**src/rtl/alu_collector_pkg.sv**
```systemverilog
// Shared types, operand masks, command encodings and operand-requirement
// helpers for the ALU operand collector.
package alu_collector_pkg;

    typedef enum logic [1:0] {
        IDLE  = 2'd0,
        WAIT  = 2'd1,
        ISSUE = 2'd2
    } state_e;

    // Operand masks, bit 0 = A, bit 1 = B (same layout as inp_valid).
    localparam logic [1:0] OP_A  = 2'b01;
    localparam logic [1:0] OP_B  = 2'b10;
    localparam logic [1:0] OP_AB = 2'b11;

    // Commands are widened to this width before decoding.
    localparam int CMD_ARG_W = 8;
    typedef logic [CMD_ARG_W-1:0] cmd_arg_t;

    // Arithmetic commands (mode = 1).
    localparam cmd_arg_t ARITH_ADD     = 8'd0,  ARITH_SUB     = 8'd1;
    localparam cmd_arg_t ARITH_ADD_CIN = 8'd2,  ARITH_SUB_CIN = 8'd3;
    localparam cmd_arg_t ARITH_INC_A   = 8'd4,  ARITH_DEC_A   = 8'd5;
    localparam cmd_arg_t ARITH_INC_B   = 8'd6,  ARITH_DEC_B   = 8'd7;
    localparam cmd_arg_t ARITH_CMP     = 8'd8,  ARITH_MUL_INC = 8'd9;
    localparam cmd_arg_t ARITH_MUL_SHL = 8'd10;
    localparam cmd_arg_t ARITH_CMD_MAX = ARITH_MUL_SHL;

    // Logical commands (mode = 0).
    localparam cmd_arg_t LOGIC_AND    = 8'd0,  LOGIC_NAND   = 8'd1;
    localparam cmd_arg_t LOGIC_OR     = 8'd2,  LOGIC_NOR    = 8'd3;
    localparam cmd_arg_t LOGIC_XOR    = 8'd4,  LOGIC_XNOR   = 8'd5;
    localparam cmd_arg_t LOGIC_NOT_A  = 8'd6,  LOGIC_NOT_B  = 8'd7;
    localparam cmd_arg_t LOGIC_SHR1_A = 8'd8,  LOGIC_SHR1_B = 8'd9;
    localparam cmd_arg_t LOGIC_SHL1_A = 8'd10, LOGIC_SHL1_B = 8'd11;
    localparam cmd_arg_t LOGIC_ROL    = 8'd12, LOGIC_ROR    = 8'd13;
    localparam cmd_arg_t LOGIC_CMD_MAX = LOGIC_ROR;

    // Which operands an operation actually consumes.
    function automatic logic [1:0] req_ops(input logic mode, input cmd_arg_t cmd);
        logic [1:0] need;
        need = OP_AB;
        if (mode) begin
            if (cmd == ARITH_INC_A || cmd == ARITH_DEC_A)      need = OP_A;
            else if (cmd == ARITH_INC_B || cmd == ARITH_DEC_B) need = OP_B;
        end else begin
            if (cmd == LOGIC_NOT_A || cmd == LOGIC_SHR1_A || cmd == LOGIC_SHL1_A)
                need = OP_A;
            else if (cmd == LOGIC_NOT_B || cmd == LOGIC_SHR1_B || cmd == LOGIC_SHL1_B)
                need = OP_B;
        end
        return need;
    endfunction

    // Commands the ALU does not implement in the given mode.
    function automatic logic cmd_illegal(input logic mode, input cmd_arg_t cmd);
        return mode ? (cmd > ARITH_CMD_MAX) : (cmd > LOGIC_CMD_MAX);
    endfunction

endpackage

```
**src/rtl/alu_operand_collector_if.sv**
```systemverilog
// Valid/ready source bus feeding the operand collector. The source drives
// the beat (master); the collector answers with in_ready (slave).
interface alu_operand_collector_if #(
    parameter int DATA_WIDTH = 8,
    parameter int CMD_WIDTH  = 4
);
    logic                  in_valid;
    logic                  in_ready;
    logic [1:0]            in_sel;
    logic [DATA_WIDTH-1:0] in_opa;
    logic [DATA_WIDTH-1:0] in_opb;
    logic [CMD_WIDTH-1:0]  in_cmd;
    logic                  in_mode;
    logic                  in_cin;

    modport master (
        output in_valid, in_sel, in_opa, in_opb, in_cmd, in_mode, in_cin,
        input  in_ready
    );

    modport slave (
        input  in_valid, in_sel, in_opa, in_opb, in_cmd, in_mode, in_cin,
        output in_ready
    );
endinterface

```
**src/rtl/alu_collector_timer.sv**
```systemverilog
// CE-gated wait counter for a missing operand. clr has priority over inc;
// expired is high while the count sits at TIMEOUT_CYC-1.
module alu_collector_timer #(
    parameter int TIMEOUT_CYC = 16
) (
    input  logic clk,
    input  logic rst_n,
    input  logic ce,
    input  logic clr,
    input  logic inc,
    output logic expired
);
    localparam int CNT_W = (TIMEOUT_CYC > 1) ? $clog2(TIMEOUT_CYC) : 1;
    localparam logic [CNT_W-1:0] LAST = CNT_W'(TIMEOUT_CYC - 1);

    logic [CNT_W-1:0] cnt_q, cnt_d;

    assign expired = (cnt_q == LAST);

    // Next count: frozen while CE is low, saturates at the expiry value.
    always_comb begin
        cnt_d = cnt_q;
        if (ce) begin
            if (clr)                  cnt_d = '0;
            else if (inc && !expired) cnt_d = cnt_q + CNT_W'(1);
        end
    end

    // Count register.
    always_ff @(posedge clk or negedge rst_n) begin
        if (!rst_n) cnt_q <= '0;
        else        cnt_q <= cnt_d;
    end
endmodule

```
**src/rtl/alu_operand_collector.sv**
```systemverilog
// Issue stage in front of the ALU: collects OPA/OPB (possibly in separate
// beats) plus CMD/mode/Cin, then presents one registered operation with its
// inp_valid mask for a single CE-high cycle. A missing operand is bounded by
// TIMEOUT_CYC CE-high cycles, after which the partial op is issued.
// Optional build macro: ALU_CMDCHK_EN -- drop first beats carrying an
// unimplemented command and pulse cmd_err instead of issuing.
module alu_operand_collector
    import alu_collector_pkg::*;
#(
    parameter int DATA_WIDTH  = 8,
    parameter int CMD_WIDTH   = 4,
    parameter int TIMEOUT_CYC = 16
) (
    input  logic                  clk,
    input  logic                  RST_N,
    input  logic                  CE,
    alu_operand_collector_if.slave src,
    output logic [DATA_WIDTH-1:0] OPA,
    output logic [DATA_WIDTH-1:0] OPB,
    output logic [CMD_WIDTH-1:0]  CMD,
    output logic                  mode,
    output logic                  Cin,
    output logic [1:0]            inp_valid,
    output logic                  timeout,
    output logic                  cmd_err,
    output logic                  busy
);
    // Collection state and operand slots (slots are never cleared).
    state_e                state_q, state_d;
    logic [1:0]            have_q, have_d;
    logic [DATA_WIDTH-1:0] opa_q, opa_d, opb_q, opb_d;
    logic [CMD_WIDTH-1:0]  cmd_q, cmd_d;
    logic                  mode_q, mode_d, cin_q, cin_d;
    // Registered view presented to the ALU; only reloaded on entry to ISSUE.
    logic [DATA_WIDTH-1:0] iss_opa_q, iss_opa_d, iss_opb_q, iss_opb_d;
    logic [CMD_WIDTH-1:0]  iss_cmd_q, iss_cmd_d;
    logic                  iss_mode_q, iss_mode_d, iss_cin_q, iss_cin_d;
    logic [1:0]            inp_valid_q, inp_valid_d;
    logic                  timeout_q, timeout_d, cmd_err_q, cmd_err_d;

    logic       accept, cmd_bad, expired;
    logic [1:0] need;

    assign src.in_ready = CE && RST_N && (state_q == IDLE || state_q == WAIT);
    assign accept       = src.in_valid && src.in_ready;

`ifdef ALU_CMDCHK_EN
    assign cmd_bad = cmd_illegal(src.in_mode, CMD_ARG_W'(src.in_cmd));
`else
    assign cmd_bad = 1'b0;
`endif

    alu_collector_timer #(
        .TIMEOUT_CYC (TIMEOUT_CYC)
    ) u_timer (
        .clk     (clk),
        .rst_n   (RST_N),
        .ce      (CE),
        .clr     (state_q != WAIT),
        .inc     (state_q == WAIT),
        .expired (expired)
    );

    // Next-state, operand merge and issue-register load; CE low holds everything.
    always_comb begin
        // NOTE: every _d is given its hold value before any branch, so no path leaves a latch.
        state_d     = state_q;
        have_d      = have_q;
        opa_d       = opa_q;
        opb_d       = opb_q;
        cmd_d       = cmd_q;
        mode_d      = mode_q;
        cin_d       = cin_q;
        iss_opa_d   = iss_opa_q;
        iss_opb_d   = iss_opb_q;
        iss_cmd_d   = iss_cmd_q;
        iss_mode_d  = iss_mode_q;
        iss_cin_d   = iss_cin_q;
        inp_valid_d = inp_valid_q;
        timeout_d   = timeout_q;
        cmd_err_d   = cmd_err_q;
        need        = req_ops(mode_q, CMD_ARG_W'(cmd_q));

        if (CE) begin
            inp_valid_d = 2'b00;
            timeout_d   = 1'b0;
            cmd_err_d   = 1'b0;
            unique case (state_q)
                IDLE: begin
                    if (accept && src.in_sel != 2'b00) begin
                        if (cmd_bad) begin
                            cmd_err_d = 1'b1;
                        end else begin
                            cmd_d  = src.in_cmd;
                            mode_d = src.in_mode;
                            cin_d  = src.in_cin;
                            have_d = src.in_sel;
                            if (src.in_sel[0]) opa_d = src.in_opa;
                            if (src.in_sel[1]) opb_d = src.in_opb;
                            need    = req_ops(src.in_mode, CMD_ARG_W'(src.in_cmd));
                            state_d = ((have_d & need) == need) ? ISSUE : WAIT;
                        end
                    end
                end
                WAIT: begin
                    if (accept) begin
                        have_d = have_q | src.in_sel;
                        if (src.in_sel[0]) opa_d = src.in_opa;
                        if (src.in_sel[1]) opb_d = src.in_opb;
                    end
                    // A completing beat on the expiry cycle wins over the timeout.
                    if ((have_d & need) == need) begin
                        state_d = ISSUE;
                    end else if (expired) begin
                        state_d   = ISSUE;
                        timeout_d = 1'b1;
                    end
                end
                ISSUE:   state_d = IDLE;
                default: state_d = IDLE;
            endcase

            if (state_d == ISSUE && state_q != ISSUE) begin
                iss_opa_d   = opa_d;
                iss_opb_d   = opb_d;
                iss_cmd_d   = cmd_d;
                iss_mode_d  = mode_d;
                iss_cin_d   = cin_d;
                inp_valid_d = have_d;
            end
        end
    end

    // State, slot and output registers; reset drops any op in flight.
    always_ff @(posedge clk or negedge RST_N) begin
        if (!RST_N) begin
            state_q     <= IDLE;
            have_q      <= 2'b00;
            opa_q       <= '0;
            opb_q       <= '0;
            cmd_q       <= '0;
            mode_q      <= 1'b0;
            cin_q       <= 1'b0;
            iss_opa_q   <= '0;
            iss_opb_q   <= '0;
            iss_cmd_q   <= '0;
            iss_mode_q  <= 1'b0;
            iss_cin_q   <= 1'b0;
            inp_valid_q <= 2'b00;
            timeout_q   <= 1'b0;
            cmd_err_q   <= 1'b0;
        end else begin
            // NOTE: non-blocking so every flop samples the pre-edge values of the others.
            state_q     <= state_d;
            have_q      <= have_d;
            opa_q       <= opa_d;
            opb_q       <= opb_d;
            cmd_q       <= cmd_d;
            mode_q      <= mode_d;
            cin_q       <= cin_d;
            iss_opa_q   <= iss_opa_d;
            iss_opb_q   <= iss_opb_d;
            iss_cmd_q   <= iss_cmd_d;
            iss_mode_q  <= iss_mode_d;
            iss_cin_q   <= iss_cin_d;
            inp_valid_q <= inp_valid_d;
            timeout_q   <= timeout_d;
            cmd_err_q   <= cmd_err_d;
        end
    end

    assign OPA       = iss_opa_q;
    assign OPB       = iss_opb_q;
    assign CMD       = iss_cmd_q;
    assign mode      = iss_mode_q;
    assign Cin       = iss_cin_q;
    assign inp_valid = inp_valid_q;
    assign timeout   = timeout_q;
    assign cmd_err   = cmd_err_q;
    assign busy      = (state_q != IDLE);
endmodule
```
**src/flat_wrapper.sv**
```systemverilog
// flat-port wrapper written by rule: the top's interface ports become plain ports
module alu_operand_collector_flat import alu_collector_pkg::*;
#(
    parameter int DATA_WIDTH  = 8,
    parameter int CMD_WIDTH   = 4,
    parameter int TIMEOUT_CYC = 16
)
  (clk, RST_N, CE, OPA, OPB, CMD, mode, Cin, inp_valid, timeout, cmd_err, busy, src_in_valid, src_in_sel, src_in_opa, src_in_opb, src_in_cmd, src_in_mode, src_in_cin, src_in_ready);
  alu_operand_collector_if #(.DATA_WIDTH(DATA_WIDTH), .CMD_WIDTH(CMD_WIDTH)) src_i ();
  input  logic clk;
  input  logic RST_N;
  input  logic CE;
  output logic [DATA_WIDTH-1:0] OPA;
  output logic [DATA_WIDTH-1:0] OPB;
  output logic [CMD_WIDTH-1:0] CMD;
  output logic mode;
  output logic Cin;
  output logic [1:0] inp_valid;
  output logic timeout;
  output logic cmd_err;
  output logic busy;
  input wire logic [$bits(src_i.in_valid)-1:0] src_in_valid;
  input wire logic [$bits(src_i.in_sel)-1:0] src_in_sel;
  input wire logic [$bits(src_i.in_opa)-1:0] src_in_opa;
  input wire logic [$bits(src_i.in_opb)-1:0] src_in_opb;
  input wire logic [$bits(src_i.in_cmd)-1:0] src_in_cmd;
  input wire logic [$bits(src_i.in_mode)-1:0] src_in_mode;
  input wire logic [$bits(src_i.in_cin)-1:0] src_in_cin;
  output wire logic [$bits(src_i.in_ready)-1:0] src_in_ready;
  assign src_i.in_valid = src_in_valid;
  assign src_i.in_sel = src_in_sel;
  assign src_i.in_opa = src_in_opa;
  assign src_i.in_opb = src_in_opb;
  assign src_i.in_cmd = src_in_cmd;
  assign src_i.in_mode = src_in_mode;
  assign src_i.in_cin = src_in_cin;
  assign src_in_ready = src_i.in_ready;
  alu_operand_collector #(.DATA_WIDTH(DATA_WIDTH), .CMD_WIDTH(CMD_WIDTH), .TIMEOUT_CYC(TIMEOUT_CYC)) u_core (.clk(clk), .RST_N(RST_N), .CE(CE), .src(src_i), .OPA(OPA), .OPB(OPB), .CMD(CMD), .mode(mode), .Cin(Cin), .inp_valid(inp_valid), .timeout(timeout), .cmd_err(cmd_err), .busy(busy));
endmodule
```
**config.mk**
```make
export PLATFORM = sky130hd
export DESIGN_NAME = alu_operand_collector_flat
export DESIGN_NICKNAME = d
export VERILOG_FILES = /design/src/rtl/alu_collector_pkg.sv /design/src/rtl/alu_operand_collector_if.sv /design/src/rtl/alu_collector_timer.sv /design/src/rtl/alu_operand_collector.sv /design/src/flat_wrapper.sv
export SDC_FILE = /design/constraint.sdc
export NUM_CORES = 1
export LEC_CHECK = 0
export BUFFER_PORTS_ARGS = -buffer_cell sky130_fd_sc_hd__buf_4
export CAP_MARGIN = 20
export CORE_UTILIZATION = 37
export DETAILED_ROUTE_END_ITERATION = 12
export PLACE_DENSITY_LB_ADDON = 0.25
export REMOVE_ABC_BUFFERS = 1
export SYNTH_ARGS = -nofsm -noshare
export SYNTH_HDL_FRONTEND = slang
export SYNTH_SLANG_ARGS = --single-unit
```
**constraint.sdc**
```tcl
create_clock -name clk -period 5.6 [get_ports clk]
set_input_delay 1.12 -clock clk [delete_from_list [all_inputs] [get_ports clk]]
set_output_delay 1.12 -clock clk [all_outputs]
set_load 0.005 [all_outputs]
```
### Word-level counts from Yosys, hierarchy flattened

Cells that the tools add are included.

* register bits after elaboration: 55
* input bits: 28
* output and inout port bits: 28
* word-level logic and storage cells: 112

* $add $sub $neg: 1
* eq/ne operators: 23
* multiplexer cells: 44
* bitwise logic cells: 3
* reduce and logical (&&, ||, !) cells: 26

Operators with widths (count)
* $mux 8: 6
* $mux 2: 19
* $eq 4x4->1 const B: 9
* $eq 4x3->1 const B: 8
* $pmux 8 s2: 2
* $mux 4: 4
* $logic_or 1x1->1: 13
* $mux 1: 11
* $pmux 2 s2: 2
* $logic_and 1x1->1: 6
* $reduce_bool 2->1: 3
* $add 4x1->4 const B: 1
* $and 2x2->2: 2
* $eq 2x2->1: 2
* $reduce_and 2->1: 2
* $eq 2x1->1 const B: 1
* $eq 2x2->1 const B: 1
* $logic_not 2->1: 1
* $ne 2x1->1 const B: 1
* $ne 2x2->1 const B: 1
* $or 2x2->2: 1
* $logic_not 1->1: 1

### Depth between registers and ports, before layout

* word-level depth: 18
* gate-level depth with buffers: 10
* depth with buffers taken out: 7

### By module

From an unflattened synthesis, not the netlist that was laid out.

* cell total of the unflattened synthesis: 175
* area total of the unflattened synthesis: 2421.1 µm²

By module, submodules not included
* alu_operand_collector: instances 1, cells each 148, area an instance 2149.6 µm², sequential area each 1276.2 µm²
* alu_collector_timer: instances 1, cells each 27, area an instance 271.5 µm², sequential area each 100.1 µm²

### Least setup slack after synthesis

OpenSTA, ideal clock, no wires.

* path kind: in2reg
* start point: input CE
* end point: register u_core.iss_cmd_q[0] (netlist: u_core.CMD[0])
* setup time: 125 ps
* data arrival time: 2786 ps
* data required time: 5475 ps
* path slack: 2689 ps
* stages on the path: 9
* path buffers: 3
* path through: buf_2 -> nand4b_1 -> a211oi_4 -> o211ai_1 -> a21bo_1 -> and2_4 -> buf_6 -> buf_6 -> mux2_4

* cells in the longest elaborated chain, start to end: 14
* elaborated cells between the ends (all ways): 18
* those cells by class: 2 x eq/ne; 9 x mux; 1 x bitwise; 6 x reduce/logical

Ends and longest elaborated chain
* start: declaration: RTL line flat_wrapper.sv:12 `input logic CE;`
* $logic_and 1x1->1 (2 in a row): RTL line alu_operand_collector.sv:44 `assign src.in_ready = CE && RST_N && (state_q == IDLE || state_q == WAIT);`
* $logic_and 1x1->1: RTL line alu_operand_collector.sv:45 `assign accept = src.in_valid && src.in_ready;`
* $mux 2: RTL line alu_operand_collector.sv:106 `if (accept) begin`
* $mux 2: RTL line alu_operand_collector.sv:88 `unique case (state_q)`
* $mux 2: RTL line alu_operand_collector.sv:84 `if (CE) begin`
* $and 2x2->2: RTL line alu_operand_collector.sv:112 `if ((have_d & need) == need) begin`
* $eq 2x2->1: RTL line alu_operand_collector.sv:112
* $mux 2: RTL line alu_operand_collector.sv:112
* $pmux 2 s2: RTL line alu_operand_collector.sv:88
* $mux 2: RTL line alu_operand_collector.sv:84
* $eq 2x2->1: RTL line alu_operand_collector.sv:123 `if (state_d == ISSUE && state_q != ISSUE) begin`
* $logic_and 1x1->1: RTL line alu_operand_collector.sv:123
* $reduce_and 2->1 (no source line)
* end signal: assignment: RTL line alu_operand_collector.sv:163 `iss_cmd_q <= iss_cmd_d;`
* end: declaration: RTL line alu_operand_collector.sv:36 `logic [CMD_WIDTH-1:0] iss_cmd_q, iss_cmd_d;`

Parallel ways exist; a longest one is shown, timed or not. The select of a mux whose other input is x is not followed.
A chain may end at the register's enable or synchronous reset.

### Final worst setup path

* start point: input RST_N
* end point: register u_core.iss_mode_q (netlist: u_core.mode)

* cells in the longest elaborated chain, start to end: 14
* elaborated cells between the ends (all ways): 18
* those cells by class: 2 x eq/ne; 9 x mux; 1 x bitwise; 6 x reduce/logical

Ends and longest elaborated chain
* start: declaration: RTL line flat_wrapper.sv:11 `input logic RST_N;`
* $logic_and 1x1->1 * (2 in a row): RTL line alu_operand_collector.sv:44
* $logic_and 1x1->1 *: RTL line alu_operand_collector.sv:45
* $mux 2: RTL line alu_operand_collector.sv:106
* $mux 2: RTL line alu_operand_collector.sv:88
* $mux 2: RTL line alu_operand_collector.sv:84
* $and 2x2->2: RTL line alu_operand_collector.sv:112
* $eq 2x2->1: RTL line alu_operand_collector.sv:112
* $mux 2: RTL line alu_operand_collector.sv:112
* $pmux 2 s2: RTL line alu_operand_collector.sv:88
* $mux 2: RTL line alu_operand_collector.sv:84
* $eq 2x2->1: RTL line alu_operand_collector.sv:123
* $logic_and 1x1->1: RTL line alu_operand_collector.sv:123
* $reduce_and 2->1 (no source line)
* end signal: assignment: RTL line alu_operand_collector.sv:164 `iss_mode_q <= iss_mode_d;`
* end: declaration: RTL line alu_operand_collector.sv:37 `logic iss_mode_q, iss_mode_d, iss_cin_q, iss_cin_d;`

Mark *: on every way between the ends. The rest lies on a longest branch, timed or not. The select of a mux whose other input is x is not followed.

==> results_dict.tcl <==
set metrics [dict create \
    leakage_nw 1.40 \
    p_per_area_nw_per_um2 458 \
    start_util_pct 38.7 \
    htree_levels 2 \
    die_area_um2 7010 \
    endpoint_kind "register" \
    die_w_um 83.7 \
    hold_path.class "reg -> reg" \
    synthTopCellsByArea "dfrtp_1 56%, mux2_4 12%, mux2_2 10%, buf_6 1.8%, nand3_1 1.6%" \
    vias_per_cell 5.03 \
    synth-simple-area-share_pct 8.97 \
    period_minus_slack_ps 3420 \
    fin_cells 313 \
    grt_usage_pct 14.5 \
    dp_hpwl_um 3280 \
    syn-cell-area_um2 2470 \
    drv_cap 0 \
    clock_sinks 55 \
    setup_viol 0 \
    layout.nets 264 \
    worst_slack_ps 2180 \
    wl_per_cell_um 14.9 \
    grt_pass1_vias 1617 \
    dp_slack_ps 1790 \
    grt_pass1_wl_um 8010 \
    tns_ps 0 \
    startpoint_type "input port" \
    synthAdderAreaFrac_pct 0.507 \
    placed_cells 305 \
    clock_skew_ps 6.84 \
    rsz0062_at_grt "no" \
    place.gp.congestion 0.759 \
    synth_top_family_by_area "multiplexers" \
    vias 1574 \
    fin_util_pct 46.9 \
    area_growth_pct 21.3 \
    finalHoldViolations 0 \
    total_power_mw 1.37 \
    ys_ff_latch 55 \
    synth-edff-count 0 \
    peakVddDrop_v 0.000239 \
    min_period_over_period_pct 61.1 \
    ys.flop_type "dfrtp_1" \
    clock_latency_ps 310 \
    fmax_mhz 292 \
    synthMuxAreaShare_pct 22.9 \
    cts_buffers 5 \
    top_level_ports 56 \
    synth-compound-area-share_pct 8.31 \
    fp.coreArea_um2 6390 \
    postSynthCellCount 181 \
    cts_resized 0 \
    cts_root_buf "clkbuf_8" \
    dieHeight_um 83.7 \
    crit_type "in -> reg" \
    std_cell_rows 29 \
    synth_common_cells "55 x dfrtp_1, 22 x mux2_2, 19 x mux2_4, 8 x nand2_1, 8 x nand3_1" \
    cp_cell_sequence "buf_4 -> nand4b_1 -> a211oi_4 -> o211ai_1 -> a21bo_1 -> and2_4 -> mux2_1" \
    yosysTopAreaCell "dfrtp_1" \
    drive_above_1_share_pct 45.8 \
    synthArstFlopShare_pct 100 \
    antenna_left 0 \
    crit_path_max_incr_delay_ps 540 \
    cp.arrival_ps 3620 \
    numPortBuffers 54 \
    final-max-slew-violation-count 0 \
    run_status "finished, final reports clean" \
    synth-xor-area-share_pct 0 \
    max_slew.worst_pin.slew_ps 706 \
    cp.required_ps 5800 \
    synth_top_area_share_pct 55.7 \
    cts_hold_buf 0 \
    grt_start_max_net_pins 59 \
    cp_slowest_cell "buf_4" \
    post_cts_buffers 0 \
    diodes 0 \
    synth_cell_types 43 \
    path_clk_slew_ps 100 \
    seq_area_frac_synth_pct 55.7 \
    ys_warn_count 0 \
    drt_iter0_drc 76 \
    drc 0 \
    synth_most_common_cell "dfrtp_1" \
    finalHoldWorstSlack_ps 501 \
    dpl-instance-area_um2 2910 \
    maxSlewHeadroom_pct 52.9 \
    avgSynthCellArea_um2 13.6 \
    final_area_um2 3000 \
    antenna_found_initial 0 \
    cts_tree "done" \
    clockBufferDepth 2 \
    overflow 0 \
    wl_um 4650 \
    dr.pass1.iters 4 \
    crit_fanout 58 \
]
state kept, by name (all words and copies together) (netlist names), 2 cells and up:
register and flops:
u_core.CMD 4, u_core.OPA 8, u_core.OPB 8, u_core.cmd_q 4, u_core.have_q 2, u_core.inp_valid 2, u_core.opa_q 8, u_core.opb_q 8
u_core.state_q 2, u_core.u_timer.cnt_q 4
cells by family after synthesis:
| logic type | count (synthesis) |
|---|---|
| multiplexers | 44 |
| flip-flops | 55 |
| AO/OA/AOI/OAI | 29 |
| buffers and inverters | 13 |
| other | 1 |
| adder cells (fa/ha/maj) | 1 |
| AND/OR/NAND/NOR | 38 |
path summary, 6_finish.rpt:
check | from | endpoint | slack, ps | cells after the start
max | RST_N | u_core.mode | 2180 | 7
min in group asynchronous | RST_N | u_core.OPB[0] | 860 | 1
max reg2reg | u_core.state_q[1] | u_core.mode | 3110 | 6
min reg2reg | u_core.opb_q[0] | u_core.opb_q[0] | 500 | 1
min | u_core.opb_q[0] | u_core.opb_q[0] | 500 | 1
max in group asynchronous | RST_N | u_core.CMD[2] | 4280 | 1
critical path: cells and delay by family:
kind | cells | cell delay [ps]
buf+inv | 1 | 540
simple gates | 2 | 720
compound gates | 3 | 830
mux | 1 | 360
placed cells by master, fill, tap and decap left out, types with 2 or more instances in the layout:
cell type,n
dfrtp_1,55
buf_4,54
mux2_2,22
mux2_4,19
nand2_1,8
nand3_1,8
inv_1,6
o21ai_0,6
a21oi_1,5
clkbuf_8,5
nor2_1,4
a31oi_1,4
nand2b_1,3
mux2_1,3
or2_2,2
nor2b_1,2
and3_1,2
o21ai_1,2
cell type report:
cell class | instances | area (um2)
clock buffer | 6 | 72.6
multi-input combinational | 113 | 1010
clock inverter | 2 | 12.5
timing repair buffer | 54 | 405
tap | 77 | 96.3
fill | 588 | 3390
inverter | 6 | 22.5
sequential | 55 | 1380
power by group:
| part | switching (mW) | internal, mW |
|---|---|---|
| clock network | 0.125 | 0.0877 |
| logic | 0.175 | 0.326 |
| registers | 0.0994 | 0.556 |
| total | 0.400 | 0.970 |
routing by layer:
layer  vias to the layer above  track usage (%)  wire (um)
met5                         -                0          0
met4                         0             5.70        110
met3                        11             4.45        221
met2                        41             20.3       2060
met1                       772             20.9       2260
li1                        750                -          -
Power figures use the tool's default switching activity.
